**src/rtl/frame_sink_pkg.sv**
```systemverilog
// Shared types and sizing for the frame sink: FSM state encoding and default
// buffer geometry.
package frame_sink_pkg;

    localparam int FS_DEPTH = 16;
    localparam int FS_W     = 8;
    localparam int LEN_W    = 5;

    typedef enum logic [1:0] {
        ST_IDLE,
        ST_RECV,
        ST_DRAIN,
        ST_SUMMARY
    } state_e;

endpackage

```
**src/rtl/frame_buf.sv**
```systemverilog
// Frame byte store: DEPTH x W register array with a write pointer and a
// two-byte read port addressed by a read pointer that steps one pair at a time.
module frame_buf
    import frame_sink_pkg::*;
#(
    parameter int DEPTH = FS_DEPTH,
    parameter int W     = FS_W
) (
    input  logic             clk,
    input  logic             reset,
    input  logic             clr,
    input  logic             wr_en,
    input  logic [W-1:0]     din,
    input  logic             rd_adv,
    output logic [LEN_W-1:0] rd_ptr,
    output logic [W-1:0]     rd_hi,
    output logic [W-1:0]     rd_lo
);

    localparam int AW = $clog2(DEPTH);

    logic [W-1:0]     mem_q [DEPTH];
    logic [LEN_W-1:0] wr_ptr_q, wr_ptr_d;
    logic [LEN_W-1:0] rd_ptr_q, rd_ptr_d;
    logic [AW-1:0]    lo_idx;

    always_comb begin
        wr_ptr_d = wr_ptr_q;
        rd_ptr_d = rd_ptr_q;
        if (clr) begin
            wr_ptr_d = '0;
            rd_ptr_d = '0;
        end else begin
            if (wr_en)  wr_ptr_d = wr_ptr_q + LEN_W'(1);
            if (rd_adv) rd_ptr_d = rd_ptr_q + LEN_W'(2);
        end
    end

    always_ff @(posedge clk or negedge reset) begin
        if (!reset) begin
            wr_ptr_q <= '0;
            rd_ptr_q <= '0;
        end else begin
            wr_ptr_q <= wr_ptr_d;
            rd_ptr_q <= rd_ptr_d;
        end
    end

    // Contents are don't-care after reset; only the pointers are cleared.
    always_ff @(posedge clk) begin
        if (wr_en) mem_q[wr_ptr_q[AW-1:0]] <= din;
    end

    assign lo_idx = rd_ptr_q[AW-1:0] + AW'(1);
    assign rd_ptr = rd_ptr_q;
    assign rd_hi  = mem_q[rd_ptr_q[AW-1:0]];
    assign rd_lo  = mem_q[lo_idx];

endmodule

```
**src/rtl/frame_sink.sv**
```systemverilog
// Byte-burst frame collector: buffers one burst, drains it as 2-byte words with
// ready/valid handshake, then pulses a length/sum/overflow summary.
//
// state      | meaning
// ST_IDLE    | waiting for the first byte of a burst
// ST_RECV    | storing bytes while i_valid stays high
// ST_DRAIN   | presenting stored byte pairs on o_word
// ST_SUMMARY | done pulse, frame bookkeeping cleared
module frame_sink
    import frame_sink_pkg::*;
#(
    parameter int DEPTH = FS_DEPTH,
    parameter int W     = FS_W
) (
    input  logic             clk,
    input  logic             reset,
    input  logic             i_valid,
    input  logic [W-1:0]     Din,
    output logic             busy,
    output logic [2*W-1:0]   o_word,
    output logic             o_valid,
    input  logic             o_ready,
    output logic             o_last,
    output logic             o_odd,
    output logic             done,
    output logic [LEN_W-1:0] frame_len,
    output logic [W-1:0]     frame_sum,
    output logic             frame_ovf,
    output logic             proto_err
);

    state_e           state_q, state_d;
    logic [LEN_W-1:0] len_q, len_d;
    logic [W-1:0]     sum_q, sum_d;
    logic             ovf_q, ovf_d;
    logic [2*W-1:0]   o_word_q, o_word_d;
    logic             o_valid_q, o_valid_d;
    logic             o_last_q, o_last_d;
    logic             o_odd_q, o_odd_d;
    logic             done_q, done_d;
    logic [LEN_W-1:0] frame_len_q, frame_len_d;
    logic [W-1:0]     frame_sum_q, frame_sum_d;
    logic             frame_ovf_q, frame_ovf_d;
    logic             proto_err_q, proto_err_d;

    logic             buf_clr, buf_wr, buf_adv;
    logic [LEN_W-1:0] rd_ptr, rem;
    logic [W-1:0]     rd_hi, rd_lo;

    frame_buf #(.DEPTH(DEPTH), .W(W)) u_buf (
        .clk    (clk),
        .reset  (reset),
        .clr    (buf_clr),
        .wr_en  (buf_wr),
        .din    (Din),
        .rd_adv (buf_adv),
        .rd_ptr (rd_ptr),
        .rd_hi  (rd_hi),
        .rd_lo  (rd_lo)
    );

    assign rem = len_q - rd_ptr;

    always_comb begin
        state_d     = state_q;
        len_d       = len_q;
        sum_d       = sum_q;
        ovf_d       = ovf_q;
        o_word_d    = o_word_q;
        o_valid_d   = o_valid_q;
        o_last_d    = o_last_q;
        o_odd_d     = o_odd_q;
        done_d      = 1'b0;
        frame_len_d = frame_len_q;
        frame_sum_d = frame_sum_q;
        frame_ovf_d = frame_ovf_q;
        proto_err_d = proto_err_q;
        buf_clr     = 1'b0;
        buf_wr      = 1'b0;
        buf_adv     = 1'b0;

        case (state_q)
            ST_IDLE: begin
                if (i_valid) begin
                    buf_wr  = 1'b1;
                    len_d   = LEN_W'(1);
                    sum_d   = Din;
                    ovf_d   = 1'b0;
                    state_d = ST_RECV;
                end
            end
            ST_RECV: begin
                if (i_valid) begin
                    if (len_q == LEN_W'(DEPTH)) begin
                        ovf_d = 1'b1;
                    end else begin
                        buf_wr = 1'b1;
                        len_d  = len_q + LEN_W'(1);
                        sum_d  = sum_q + Din;
                    end
                end else begin
                    state_d = ST_DRAIN;
                end
            end
            ST_DRAIN: begin
                if (i_valid) proto_err_d = 1'b1;
                if (o_valid_q && o_ready && o_last_q) begin
                    o_valid_d   = 1'b0;
                    o_last_d    = 1'b0;
                    o_odd_d     = 1'b0;
                    done_d      = 1'b1;
                    frame_len_d = len_q;
                    frame_sum_d = sum_q;
                    frame_ovf_d = ovf_q;
                    state_d     = ST_SUMMARY;
                end else if (!o_valid_q || o_ready) begin
                    // Load the next pair; a lone trailing byte is padded with zero.
                    buf_adv   = 1'b1;
                    o_valid_d = 1'b1;
                    o_last_d  = (rem <= LEN_W'(2));
                    o_odd_d   = (rem == LEN_W'(1));
                    o_word_d  = {rd_hi, (rem == LEN_W'(1)) ? {W{1'b0}} : rd_lo};
                end
            end
            ST_SUMMARY: begin
                if (i_valid) proto_err_d = 1'b1;
                buf_clr = 1'b1;
                len_d   = '0;
                sum_d   = '0;
                ovf_d   = 1'b0;
                state_d = ST_IDLE;
            end
            default: state_d = ST_IDLE;
        endcase
    end

    always_ff @(posedge clk or negedge reset) begin
        if (!reset) begin
            state_q     <= ST_IDLE;
            len_q       <= '0;
            sum_q       <= '0;
            ovf_q       <= 1'b0;
            o_word_q    <= '0;
            o_valid_q   <= 1'b0;
            o_last_q    <= 1'b0;
            o_odd_q     <= 1'b0;
            done_q      <= 1'b0;
            frame_len_q <= '0;
            frame_sum_q <= '0;
            frame_ovf_q <= 1'b0;
            proto_err_q <= 1'b0;
        end else begin
            state_q     <= state_d;
            len_q       <= len_d;
            sum_q       <= sum_d;
            ovf_q       <= ovf_d;
            o_word_q    <= o_word_d;
            o_valid_q   <= o_valid_d;
            o_last_q    <= o_last_d;
            o_odd_q     <= o_odd_d;
            done_q      <= done_d;
            frame_len_q <= frame_len_d;
            frame_sum_q <= frame_sum_d;
            frame_ovf_q <= frame_ovf_d;
            proto_err_q <= proto_err_d;
        end
    end

    assign busy      = (state_q != ST_IDLE);
    assign o_word    = o_word_q;
    assign o_valid   = o_valid_q;
    assign o_last    = o_last_q;
    assign o_odd     = o_odd_q;
    assign done      = done_q;
    assign frame_len = frame_len_q;
    assign frame_sum = frame_sum_q;
    assign frame_ovf = frame_ovf_q;
    assign proto_err = proto_err_q;

endmodule

```
**config.mk**
```make
export PLATFORM = sky130hd
export DESIGN_NAME = frame_sink
export DESIGN_NICKNAME = d
export VERILOG_FILES = /design/src/rtl/frame_sink_pkg.sv /design/src/rtl/frame_buf.sv /design/src/rtl/frame_sink.sv
export SDC_FILE = /design/constraint.sdc
export NUM_CORES = 1
export LEC_CHECK = 0
export CAP_MARGIN = 15
export CORE_MARGIN = 1.5
export CORE_UTILIZATION = 59
export CTS_CLUSTER_DIAMETER = 40
export DETAILED_ROUTE_END_ITERATION = 10
export MAX_ROUTING_LAYER = met4
export PLACE_DENSITY = 0.79
export SYNTH_ARGS = -nofsm -noshare
export SYNTH_HDL_FRONTEND = slang
export SYNTH_HIERARCHICAL = 1
export SYNTH_SLANG_ARGS = --single-unit
```
**constraint.sdc**
```tcl
create_clock -name clk -period 3.79 [get_ports clk]
set_clock_uncertainty 0.1 [all_clocks]
set_input_delay 0.5685 -clock clk [delete_from_list [all_inputs] [get_ports clk]]
set_output_delay 0.5685 -clock clk [all_outputs]
set_load 0.005 [all_outputs]
```
== Word level (Yosys, flattened, before mapping) ==
Memory sizes are Yosys's and may differ from the RTL's. A register that Yosys moved wholly into a read port is not among the register bits.
Index checks and enable logic that the tools add are counted.
Operators by class
  add/sub/neg operators: 6
  reduce and logical (&&, ||, !) cells: 19
  eq/ne operators: 11
  multiplexer cells: 39
  bitwise gates (word level): 1
  magnitude comparators: 1
Operator list (count)
  5-bit two-way mux: 7
  8-bit two-way mux: 4
  8-bit one-hot mux with 3 select lines: 1
  1-bit two-way mux: 20
  5-bit one-hot mux with 3 select lines: 1
  2-bit != test (second input constant): 6
  5-bit by 1-bit adder with 5-bit output (second input constant): 2
  8-bit adder: 1
  2-bit one-hot mux with 4 select lines: 1
  4-bit AND reduction: 2
  2-bit nonzero test: 4
  2-bit two-way mux: 3
  2-bit AND reduction: 3
  3-bit AND reduction: 2
  5-bit by 2-bit adder with 5-bit output (second input constant): 1
  5-bit by 1-bit == test with 1-bit output (second input constant): 1
  5-bit == test (second input constant): 1
  5-bit by 2-bit <= comparator with 1-bit output (second input constant): 1
  5-bit subtractor: 1
  4-bit by 1-bit adder with 4-bit output (second input constant): 1
  2-bit == test (second input constant): 2
  1-bit one-hot mux with 3 select lines: 1
  3-bit nonzero test: 1
  2-bit by 1-bit == test with 1-bit output (second input constant): 1
  7 further kinds: 9
Storage, ports and cells
  bits in registers: 61
  memories kept: 1
  input port bits: 12
  memory bits (writable): 128
Memories
  u_buf.mem_q: words 16, width 8, read ports 2, clocked after Yosys merged registers in 1, wr ports 1, line frame_buf.sv:22  | logic [W-1:0] mem_q [DEPTH];

== Longest topological paths before layout ==
  depth in word-level cells: 7
  gate-level depth with buffers: 10
  mapped depth without buffers: 8

== Modules after synthesis ==
The synthesis kept the hierarchy.
Modules (own cells, without submodules)
  frame_buf: times used 1, area an instance 5452.7 sq um, cells an instance 249
  frame_sink: times used 1, area an instance 2745.1 sq um, cells an instance 299

== Worst setup path after synthesis ==
OpenSTA, ideal clock, no wires.
  path type: register to register
  start point: reg state_q[1]
  end point: mem u_buf/mem_q[11][0] (netlist name) (enable)
  clock period less this slack: 2.964 ns
  library setup time: 0.385 ns
  cell stages (with the launch flop): 10
  arrival: 2.479 ns
  path slack: 0.826 ns
  data required time: 3.305 ns
  cells stage by stage: dfrtp_1 -> inv_1 -> ha_1 -> clkbuf_1 -> inv_1 -> o21ai_0 -> and2_1 -> clkbuf_1 -> nand2_1 -> nor3b_1
On the way
  cells in the longest elaborated chain, start to end: 4
RTL lines
  start, declared: line frame_sink.sv:32  | state_e state_q, state_d;
  start signal, assigned: line frame_sink.sv:153  | state_q <= state_d;
  2-bit by 1-bit == test with 1-bit output or 2-bit logical NOT (tied branches): line frame_sink.sv:82  | case (state_q)
  1-bit one-hot mux with 2 select lines (*): line frame_sink.sv:82
  net buf_wr: line frame_sink.sv:46  | logic buf_clr, buf_wr, buf_adv;
  1-bit two-way mux (*): line frame_buf.sv:51  | if (wr_en) mem_q[wr_ptr_q[AW-1:0]] <= din;
  1-bit two-way mux (not written as such) (*): line frame_buf.sv:51
  end, declared: line frame_buf.sv:22
Mark *: on every way through the listed nets, which the timed path passes. The rest lies on a longest branch.

== Worst setup path after layout ==
  start point: reg len_q[0]
  end point: mem u_buf/mem_q[9][3] (netlist name) (enable)
On the way
  cells in the longest elaborated chain, start to end: 6
RTL lines
  start, declared: line frame_sink.sv:33  | logic [LEN_W-1:0] len_q, len_d;
  start signal, assigned: line frame_sink.sv:154  | len_q <= len_d;
  5-bit == test: line frame_sink.sv:94  | if (len_q == LEN_W'(DEPTH)) begin
  1-bit two-way mux: line frame_sink.sv:94
  1-bit two-way mux: line frame_sink.sv:93  | if (i_valid) begin
  1-bit one-hot mux with 2 select lines: line frame_sink.sv:82
  net buf_wr: line frame_sink.sv:46
  1-bit two-way mux: line frame_buf.sv:51
  1-bit two-way mux (not written as such): line frame_buf.sv:51
The timed path passes the listed nets, and every way through them passes these cells.

==> metrics.md <==
| Metric | Value |
|---|---|
| Vias per Instance | 6.02 |
| Compound-Gate Fraction of Synth Area | 4.98% |
| Resize count post-CTS | 0 |
| Area share of the largest cell type after synthesis | 46.9% |
| Antenna-violating nets left | 0 |
| Synthesized area | 8200 um^2 |
| Worst hold path class | input pin to async pin |
| Simple-gate area share of the yosys netlist | 8.76% |
| Synthesized netlist cell count | 548 |
| Multiplexer share of the synthesized area | 13.8% |
| FF+latch area | 5320 um^2 |
| Num Clock Sinks | 187 |
| Pwr Total | 6.59 mW |
| PwrDens | 700 nW/um^2 |
| Port Buf Inserts | 47 |
| Pin count of the biggest net entering global routing | 36 |
| First-pass GRT wire length | 26100 um |
| DP HPWL | 10500 um |
| Pleak | 3.63 nW |
| Core area | 13400 um^2 |
| P&R area growth vs syn | 14.9% |
| Startpoint Class | flop |
| CTS root buf | clkbuf_16 |
| Period minus WS final | 2.98 ns |
| Peak supply drop | 0.376 mV |
| Xor/xnor cell area share of the yosys netlist | 0.962% |
| Least-Margin Pin Slew | 0.764 ns |
| Vias in the first global route | 4817 |
| Synth area leaders | edfxtp_1, dfrtp_1, mux4_1 |
| GRT Residual Overflow | 0 |
| Max-slew violation count | 0 |
| Clock latency on the worst-skew pair | 0.43 ns |
| Synth warnings | 6 |
| Post-synth top cells | edfxtp_1, nand2_1, dfrtp_1 |
| Drt wl/cell | 20.8 um |
| Post-synth EDFFs | 128 |
| Largest area contributor in the netlist | edfxtp_1 |
| Std cell rows | 42 |
| Most numerous cell in the Yosys netlist | edfxtp_1 |
| Sequential share of the synthesized area | 64.9% |
| H-tree depth | 4 |
| Vias | 4779 |
| Fin Setup TNS | 0 ns |
| Status | complete, no violations |
| Synthesized-area fraction occupied by adder cells | 3.85% |
| Global routing usage on met2 | 39.4% |
| Top FF cell, synth | edfxtp_1 |
| Yosys reg bits | 187 |
| Width of the die | 121 um |
| Finish-stage setup viols | 0 |
| FMAX | 335 MHz |
| TritonCTS clock tree | yes |
| Starting Density | 61.2% |
| Asr flop ratio synth | 31.6% |
| Die area | 14600 um^2 |
| Critical Path AT | 2.95 ns |
| CP max FO | 11 |
| Remaining DRCs | 0 |
| Initial antenna violation count | 0 |
| # IOs | 48 |
| Synth unique cells | 55 |
| Multi-input gate area | 2660 um^2 |
| Met1 Use GR | 34.3% |
| Nets@finish | 641 |
| Final Cycle Share | 78.7% |
| Total Routing Usage GR | 25.4% |
| Syn Area/Cell | 15.0 um^2 |
| Layout cell share with drive strength beyond 1 | 12.0% |
| Reg clk slew, reported paths | 0.07 ns |
| Hold buffer count at cts | 0 |
| Required @ worst endpoint | 3.76 ns |
| Largest family of logic cells by synthesized area | multiplexers |
| Total Wirelength | 16500 um |
| GRT met3 Usage | 4.42% |
| CTS buffer count | 17 |
| Crit Path Class | flop to flop |
| Starting DRC count in detailed routing | 393 |
| Max-cap check violation count | 0 |
| Critical path endpoint category | flop |
| Post-CTS setup buffers | 0 |
| GPL Wtd Cong | 0.835 |
| Filler cells | 872 |
| Initial DRT Pass Iterations | 5 |
| Max clock buf depth | 2 |
| RSZ-0062 raised after global routing | false |
| Syn_nets | 584 |
| Die H | 121 um |
| Slew headroom | 48.9% |
| Grt peak-use layer | met2 |
| ANT cells | 0 |
| Hold Violations, Final | 0 |
| Post-layout util | 70.3% |
[final timing paths]
| kind | start | slack [ns] | depth (start not counted) | end |
|---|---|---|---|---|
| worst max-delay path | len_q[0]$_DFFE_PN0P_ | 0.81 | 8 | u_buf/mem_q[9][3]$_DFFE_PP_ |
| worst min register to register | proto_err$_DFFE_PN0P_ | 0.37 | 1 | proto_err$_DFFE_PN0P_ |
| worst max register to register | len_q[0]$_DFFE_PN0P_ | 0.81 | 8 | u_buf/mem_q[9][3]$_DFFE_PP_ |
| worst min-delay path | reset | 0.02 | 1 | proto_err$_DFFE_PN0P_ |
| min in group clk | proto_err$_DFFE_PN0P_ | 0.37 | 1 | proto_err$_DFFE_PN0P_ |
| max in group asynchronous | reset | 2.71 | 2 | o_word[9]$_DFFE_PN0P_ |
[through the flow]
stage / std cells / setup WS (ns) / hold WS, ns / instance area [um^2]
final: 794 / 0.807 / 0.0227 / 9420
after global routing: 794 / 0.687 / 0.0798 / 9420
after CTS: 794 / 0.842 / 0.0393 / 9420
after detailed placement: 762 / 0.685 / 0.361 / 8860
after global placement: 762 / 0.777 / 0.350 / 8860
after floorplan: 548 / 0.826 / 0.173 / 8200
[cell type report]
cell class	instances	share of cell area (%)
sequential	187	56.5
multi-input combinational	317	28.2
timing repair buffer	64	6.30
clock buffer	18	4.56
tap	176	2.34
clock inverter	14	1.37
inverter	18	0.718
[layer usage]
| metal | routed length (um) | up-vias |
|---|---|---|
| met5 | 0 | - |
| met3 | 1030 | 23 |
| met2 | 8190 | 193 |
| li1 | - | 2161 |
| met1 | 6990 | 2402 |
| met4 | 279 | 0 |
[cell families (layout without fill, tap and decap cells)]
group / Yosys count / count (layout)
multiplexers: 62 / 62
AO/OA/AOI/OAI: 66 / 66
other: 1 / 1
flip-flops: 187 / 187
adder cells (fa/ha/maj): 24 / 24
AND/OR/NAND/NOR: 155 / 155
buffers and inverters: 44 / 114
XOR/XNOR: 9 / 9
[layout by cell type, fill, tap and decap left out, drive strengths merged, types with 17 or more instances in the layout]
| master | count |
|---|---|
| nor2 | 31 |
| nand2 | 71 |
| clkdlybuf4s50 | 46 |
| mux4 | 32 |
| a21oi | 25 |
| inv | 18 |
| clkbuf | 18 |
| dfrtp | 59 |
| edfxtp | 128 |
| o21ai | 17 |
| ha | 22 |
| mux2 | 17 |
| buf | 18 |
[report_power, final]
group / total (mW) / internal (mW) / switching, mW
logic: 2.21 / 1.07 / 1.14
clock network: 1.68 / 0.959 / 0.720
registers: 2.70 / 2.50 / 0.196
[sequential cells by signal, summed over array words and instances, names as in the netlist]
register        count
u_buf/mem_q       128
o_word             16
frame_sum           8
sum_q               8
frame_len           5
len_q               5
u_buf/rd_ptr        4
u_buf/wr_ptr_q      4
state_q             2
done                1
frame_ovf           1
o_last              1
o_odd               1
o_valid             1
ovf_q               1
proto_err           1
[critical path, cell delays in order (launching register included)]
cell and delay (ns):
dfrtp_1 0.44, inv_1 0.14, ha_1 0.25, and3_1 0.26, o21ai_0 0.17, and2_1 0.45, nand2_1 0.11, nor2_1 0.19
and2_1 0.48
Power figures use the tool's default switching activity.
